**src/rtl/mipi_csi_pkt_sequencer.sv**
```systemverilog
// CSI-2 packet sequencer: parses merged lane words, gates RAW10 payload to the unpacker,
// and generates frame/line sync and counters. Define MIPI_ECC_CHECK_EN to enable header ECC checking.
module mipi_csi_pkt_sequencer #(
  parameter logic [1:0]  VC_SEL = 2'd0,
  parameter logic [5:0]  DT_SEL = 6'h2B,
  parameter logic [15:0] MAX_WC = 16'd4000,
  parameter int          LINE_W = 12
) (
  input  logic              clk_i,
  input  logic              rst_n_i,
  input  logic              enable_i,
  input  logic              in_valid_i,
  input  logic              in_sot_i,
  input  logic [31:0]       in_data_i,
  output logic              pay_valid_o,
  output logic [31:0]       pay_data_o,
  output logic [2:0]        pay_bytes_o,
  output logic              pay_last_o,
  output logic              fsync_o,
  output logic              lsync_o,
  output logic [15:0]       frame_cnt_o,
  output logic [LINE_W-1:0] line_cnt_o,
  output logic              err_ecc_o,
  output logic              err_len_o,
  output logic              err_trunc_o,
  output logic              busy_o
);

  typedef enum logic [1:0] {IDLE, PAY, SKIP} state_t;

  localparam logic [5:0] DT_FS = 6'h00;
  localparam logic [5:0] DT_FE = 6'h01;

  state_t              r_state;
  logic [16:0]         r_rem;
  logic                r_pay_valid;
  logic [31:0]         r_pay_data;
  logic [2:0]          r_pay_bytes;
  logic                r_pay_last;
  logic                r_fsync;
  logic                r_lsync;
  logic [15:0]         r_frame_cnt;
  logic [LINE_W-1:0]   r_line_cnt;
  logic                r_err_ecc;
  logic                r_err_len;
  logic                r_err_trunc;

  logic [1:0]  w_vc;
  logic [5:0]  w_dt;
  logic [15:0] w_wc;
  logic        w_is_short;
  logic [16:0] w_wc_p2;
  logic [16:0] w_avail;
  logic [2:0]  w_pbytes;
  logic        w_last;
  logic [16:0] w_rem_next;
  logic        w_ecc_bad;

  assign w_dt       = in_data_i[5:0];
  assign w_vc       = in_data_i[7:6];
  assign w_wc       = in_data_i[23:8];
  assign w_is_short = (w_dt <= 6'h0F);
  assign w_wc_p2    = {1'b0, w_wc} + 17'd2;

  // rem counts payload bytes plus the two CRC bytes still to come
  assign w_avail    = (r_rem > 17'd2) ? (r_rem - 17'd2) : 17'd0;
  assign w_pbytes   = (w_avail >= 17'd4) ? 3'd4 : w_avail[2:0];
  assign w_last     = (r_rem <= 17'd6);
  assign w_rem_next = (r_rem > 17'd4) ? (r_rem - 17'd4) : 17'd0;

`ifdef MIPI_ECC_CHECK_EN
  logic [5:0] w_ecc_calc;
  assign w_ecc_calc[0] = ^(in_data_i[23:0] & 24'hF12CB7);
  assign w_ecc_calc[1] = ^(in_data_i[23:0] & 24'hF2555B);
  assign w_ecc_calc[2] = ^(in_data_i[23:0] & 24'h749A6D);
  assign w_ecc_calc[3] = ^(in_data_i[23:0] & 24'hB8E38E);
  assign w_ecc_calc[4] = ^(in_data_i[23:0] & 24'hDF03F0);
  assign w_ecc_calc[5] = ^(in_data_i[23:0] & 24'hEFFC00);
  assign w_ecc_bad     = (w_ecc_calc != in_data_i[29:24]);
`else
  assign w_ecc_bad = 1'b0;
`endif

  always_ff @(posedge clk_i or negedge rst_n_i) begin
    if (!rst_n_i) begin
      r_state     <= IDLE;
      r_rem       <= '0;
      r_pay_valid <= 1'b0;
      r_pay_data  <= '0;
      r_pay_bytes <= '0;
      r_pay_last  <= 1'b0;
      r_fsync     <= 1'b0;
      r_lsync     <= 1'b0;
      r_frame_cnt <= '0;
      r_line_cnt  <= '0;
      r_err_ecc   <= 1'b0;
      r_err_len   <= 1'b0;
      r_err_trunc <= 1'b0;
    end else begin
      r_pay_valid <= 1'b0;
      r_pay_bytes <= '0;
      r_pay_last  <= 1'b0;
      r_err_ecc   <= 1'b0;
      r_err_len   <= 1'b0;
      r_err_trunc <= 1'b0;
      if (in_valid_i) begin
        if (in_sot_i) begin
          // a header always aborts whatever packet was in flight, then is decoded normally
          if (r_state != IDLE) begin
            r_err_trunc <= 1'b1;
            if (r_state == PAY) r_lsync <= 1'b0;
          end
          r_state <= IDLE;
          if (enable_i) begin
            if (w_ecc_bad) begin
              r_err_ecc <= 1'b1;
              if (!w_is_short) begin
                r_rem   <= w_wc_p2;
                r_state <= SKIP;
              end
            end else if (w_is_short) begin
              if (w_vc == VC_SEL) begin
                case (w_dt)
                  DT_FS: begin
                    r_fsync     <= 1'b1;
                    r_frame_cnt <= r_frame_cnt + 16'd1;
                    r_line_cnt  <= '0;
                  end
                  DT_FE:   r_fsync <= 1'b0;
                  default: ;
                endcase
              end
            end else if (w_wc > MAX_WC) begin
              r_err_len <= 1'b1;
              r_rem     <= w_wc_p2;
              r_state   <= SKIP;
            end else if ((w_vc == VC_SEL) && (w_dt == DT_SEL)) begin
              r_rem   <= w_wc_p2;
              r_state <= PAY;
              r_lsync <= 1'b1;
            end else begin
              r_rem   <= w_wc_p2;
              r_state <= SKIP;
            end
          end
        end else if (r_state != IDLE) begin
          if (r_state == PAY) begin
            if (w_pbytes != 3'd0) begin
              r_pay_valid <= 1'b1;
              r_pay_data  <= in_data_i;
              r_pay_bytes <= w_pbytes;
              r_pay_last  <= w_last;
            end
            // lsync still high marks the line end not yet counted (also covers WC = 0)
            if (r_lsync && w_last) begin
              r_lsync    <= 1'b0;
              r_line_cnt <= r_line_cnt + LINE_W'(1);
            end
          end
          r_rem <= w_rem_next;
          if (w_rem_next == 17'd0) r_state <= IDLE;
        end
      end
    end
  end

  assign pay_valid_o = r_pay_valid;
  assign pay_data_o  = r_pay_data;
  assign pay_bytes_o = r_pay_bytes;
  assign pay_last_o  = r_pay_last;
  assign fsync_o     = r_fsync;
  assign lsync_o     = r_lsync;
  assign frame_cnt_o = r_frame_cnt;
  assign line_cnt_o  = r_line_cnt;
  assign err_ecc_o   = r_err_ecc;
  assign err_len_o   = r_err_len;
  assign err_trunc_o = r_err_trunc;
  assign busy_o      = (r_state != IDLE);

endmodule

```
**config.mk**
```make
export PLATFORM = sky130hd
export DESIGN_NAME = mipi_csi_pkt_sequencer
export DESIGN_NICKNAME = d
export VERILOG_FILES = /design/src/rtl/mipi_csi_pkt_sequencer.sv
export SDC_FILE = /design/constraint.sdc
export NUM_CORES = 1
export LEC_CHECK = 0
export ABC_AREA = 0
export CAP_MARGIN = 20
export CORE_UTILIZATION = 46
export DETAILED_ROUTE_END_ITERATION = 10
export PLACE_DENSITY = 0.76
export SLEW_MARGIN = 10
export SYNTH_ARGS = -nofsm -noshare
export SYNTH_HDL_FRONTEND = slang
export SYNTH_SLANG_ARGS = --single-unit
```
**constraint.sdc**
```tcl
create_clock -name clk_i -period 2.95 [get_ports clk_i]
set_input_delay 0.295 -clock clk_i [delete_from_list [all_inputs] [get_ports clk_i]]
set_output_delay 0.295 -clock clk_i [all_outputs]
set_load 0.01 [all_outputs]
```
==> impl_metrics.yaml <==
final_layout:
  diodes: 0
  nets: 628
  final-instance-count-excl-fill: 718
  design_area_um2: 6208
  area_delta_synth_final_pct: 30.10
  drive_gt1_share_pct: 11.11
outcome:
  violations: "hold timing"
  run_status: "finished with violations"
floorplanning:
  fp.dieW_um: 103.9
  ios: 108
  num_rows: 36
  dieArea_um2: 10790
  start_util_pct: 48.16
  core_um2: 9910
  dieHeight_um: 103.9
synthesis:
  ys_warn_count: 0
  synthArstFlopShare_pct: 100.0
  ys_types: 55
  synth-adder-area-share_pct: 2.622
  synthFlopType: "dfrtp_1"
  synth_edf_count: 0
  synth-compound-area-share_pct: 12.72
  synth_top_family_by_area: "simple AND/OR/NAND/NOR gates"
  synth_seq_cells: 88
  synth.top_cell.area_share_pct: 46.15
  yosys.area_share.simple_pct: 18.85
  synthXorXnorAreaFrac_pct: 7.892
  post-synth-top-area-cell: "dfrtp_1"
  synth_area_um2: 4772
  synth_mux_area_share_pct: 8.023
  yosysSeqAreaShare_pct: 46.15
  ys_top_cells_by_area: "dfrtp_1 46%, mux2_2 7.1%, xnor2_1 4.8%"
  synth_cells: 472
  syn_nets: 519
  avgSynthCellArea_um2: 10.11
power_and_ir_drop:
  ir_worst_vdd_uv: 271.5
  power_density_nw_per_um2: 482.2
  total_power_w: 0.002994
  leakage_nw: 2.696
critical_path:
  cp_max_fo: 34
  worst_setup_path_end_kind: "flop"
  slowest_stage: "or4b_4"
  critPathLaunchType: "flop"
  r2r-end: "pay_data_o[13]$_DFFE_PN0P_"
  rrSetupSlack_ps: 130
  crit_required_ps: 3190
  critPathArrivalTime_ps: 3050
  worstRegToRegCells: 9
  r2r-start: "r_rem[3]$_DFFE_PN0P_"
  cpPeakStageDelay_ps: 530
  path_cells: "inv_1 -> ha_1 -> or4b_4 -> a211oi_2 -> xor2_1 -> a31oi_1 -> a31oi_4 -> buf_12 -> mux2_1"
  crit_type: "flop to flop"
routing:
  via_per_inst: 5.747
  dr.pass1.iters: 5
  route.detailed.drc: 0
  wl_per_cell_um: 16.80
  finalWirelength_um: 12060
  vias: 4126
  drtAntennaViolNets: 0
  drtIter0Drc: 333
sta:
  setup_tns_ps: 0
  period_needed_ps: 2816
  finalCritPeriodShare_pct: 95.47
  setup_slack_ps: 133.7
  fin_skew_ps: 12.51
  rsz0062_at_grt: "false"
  finalMaxSlewViolations: 0
  whs_ps: -4.260
  max_freq_ghz: 0.3551
  finalHoldViolCount: 1
  setup_violations: 0
  worstMarginPinSlew_ps: 750.8
  max-slew-margin-rel_pct: 49.94
grt:
  grt_pass1_wl_um: 20360
  grt_remaining_overflow: 0
  grt_pass1_vias: 3994
  grt_antenna_before_repair: 0
  grt_max_degree: 61
  grt_usage_pct: 23.30
clocking:
  clockBufferDepth: 2
  worstSkewPairLatency_ps: 350
  htree_levels: 3
  postCtsSetupBuffers: 0
  clockRootBuffer: "clkbuf_8"
  path_clk_slew_ps: 90
  tritoncts: "built"
  cts_buffers: 9
  cts_sinks: 88
placed_design:
  placed_area_um2: 5992
  placed_cells: 703
  pre_cts_slack_ps: 200.5
  hpwl_um: 8847
  gp_congestion: 0.9346
  io_buffer_count: 106
hold_path:
  hp-class: "primary input to asynchronous set/reset pin"
job:
  drv_cap: 0
[stage by stage]
| step | hold slack (ps) | util, % |
|---|---|---|
| CTS | 30.41 | 62.65 |
| global placement | 410.4 | 60.47 |
| finish | -4.260 | 62.65 |
| global route | 57.00 | 62.65 |
| floorplan | -0.5911 | - |
| detailed placement | 415.4 | 60.47 |
[cells in the mapped netlist, types with 7 or more instances]
cell,number
xor2_1,17
ha_1,10
o21ai_0,33
nand4_1,10
nor3_1,17
nor4_1,9
dfrtp_1,88
o211ai_1,7
mux2_2,30
nand3_1,18
and3_1,9
a21oi_1,16
nor2_1,45
xnor2_1,26
inv_1,14
clkbuf_1,10
nand2_1,23
[how the worst max path moves through the flow]
stage,from,end,cells after the start
2_1_floorplan,r_rem[2]$_DFFE_PN0P_,pay_data_o[11]$_DFFE_PN0P_,9
3_3_place_gp,r_rem[2]$_DFFE_PN0P_,pay_data_o[22]$_DFFE_PN0P_,10
3_5_place_dp,r_rem[3]$_DFFE_PN0P_,pay_data_o[15]$_DFFE_PN0P_,9
4_1_cts,r_rem[3]$_DFFE_PN0P_,pay_data_o[13]$_DFFE_PN0P_,9
5_1_grt,r_rem[3]$_DFFE_PN0P_,pay_data_o[13]$_DFFE_PN0P_,9
6_report,r_rem[3]$_DFFE_PN0P_,pay_data_o[13]$_DFFE_PN0P_,9
[sequential cells by signal, summed over array words and instances, names as in the netlist]
| signal | flops |
|---|---|
| line_cnt_o | 12 |
| r_state | 2 |
| pay_data_o | 32 |
| fsync_o | 1 |
| err_trunc_o | 1 |
| r_rem | 17 |
| pay_valid_o | 1 |
| lsync_o | 1 |
| frame_cnt_o | 16 |
| err_len_o | 1 |
| pay_last_o | 1 |
| pay_bytes_o | 3 |
[cell usage in the layout (no fill, tap or decap), drive strengths merged, types with 3 or more instances in the layout]
cell type	Yosys	layout
nand4b	3	3
nor2	45	45
nand3	18	18
mux2	34	34
dfrtp	88	88
clkdlybuf4s50	0	105
a31oi	3	3
xor2	17	17
nor2b	3	3
and2	4	4
a21o	4	4
ha	10	10
o21ai	36	36
buf	12	15
and4	5	5
or4	3	3
clkbuf	10	9
inv	14	15
o211ai	7	7
nand3b	4	4
o22a	3	3
o21a	3	3
nand2	23	23
a32oi	6	6
a211oi	3	3
nor4	9	9
nand4	10	10
a21oi	16	16
xnor2	26	26
and3	9	9
nor3	18	18
or3	5	5
[worst max-delay path: cells and delay by family (launching register included)]
kind                     cells  cell delay, ps
buffers and inverters        2             320
adder cells (fa/ha/maj)      1             270
XOR/XNOR                     1              90
AO/OA/AOI/OAI                3             730
multiplexers                 1             330
AND/OR/NAND/NOR              1             530
flip-flops                   1             390
[layout make-up]
cell class                      instances  area [um^2]
Timing Repair Buffer                  120         1176
Inverter                               14        52.55
Clock inverter                          6        92.59
Clock buffer                            9        123.9
Fill cell                             835         3701
Tap cell                              133        166.4
Sequential cell                        88         2202
Multi-Input combinational cell        348         2395
[where the power goes]
part	switching (W)	total, W	internal [W]
sequential	0.000129	0.00140	0.00127
combinational	0.000404	0.000673	0.000270
clock	0.000438	0.000917	0.000478
[layer usage]
metal  share of wire (%)  global-route usage [%]  up-vias
met1                  45                   32.52     2011
met5                   0                       0        -
met2                  47                   35.95      166
li1                    -                       -     1926
met3                 6.1                   3.947       23
met4                 2.3                   9.694        0
[what timing repair did]
item	in CTS	in global routing
endpoints found under the setup margin	0	32
hold buffers	0	0
resized for setup	0	1
[cell families after synthesis]
family,Yosys count
xor gates and xnor gates,43
muxes,34
other,1
AOI/OAI and AO/OA,93
buffers and inverters,36
DFF,88
adders and majority gates,10
and+or+nand+nor,167
Power figures use the tool's default switching activity.
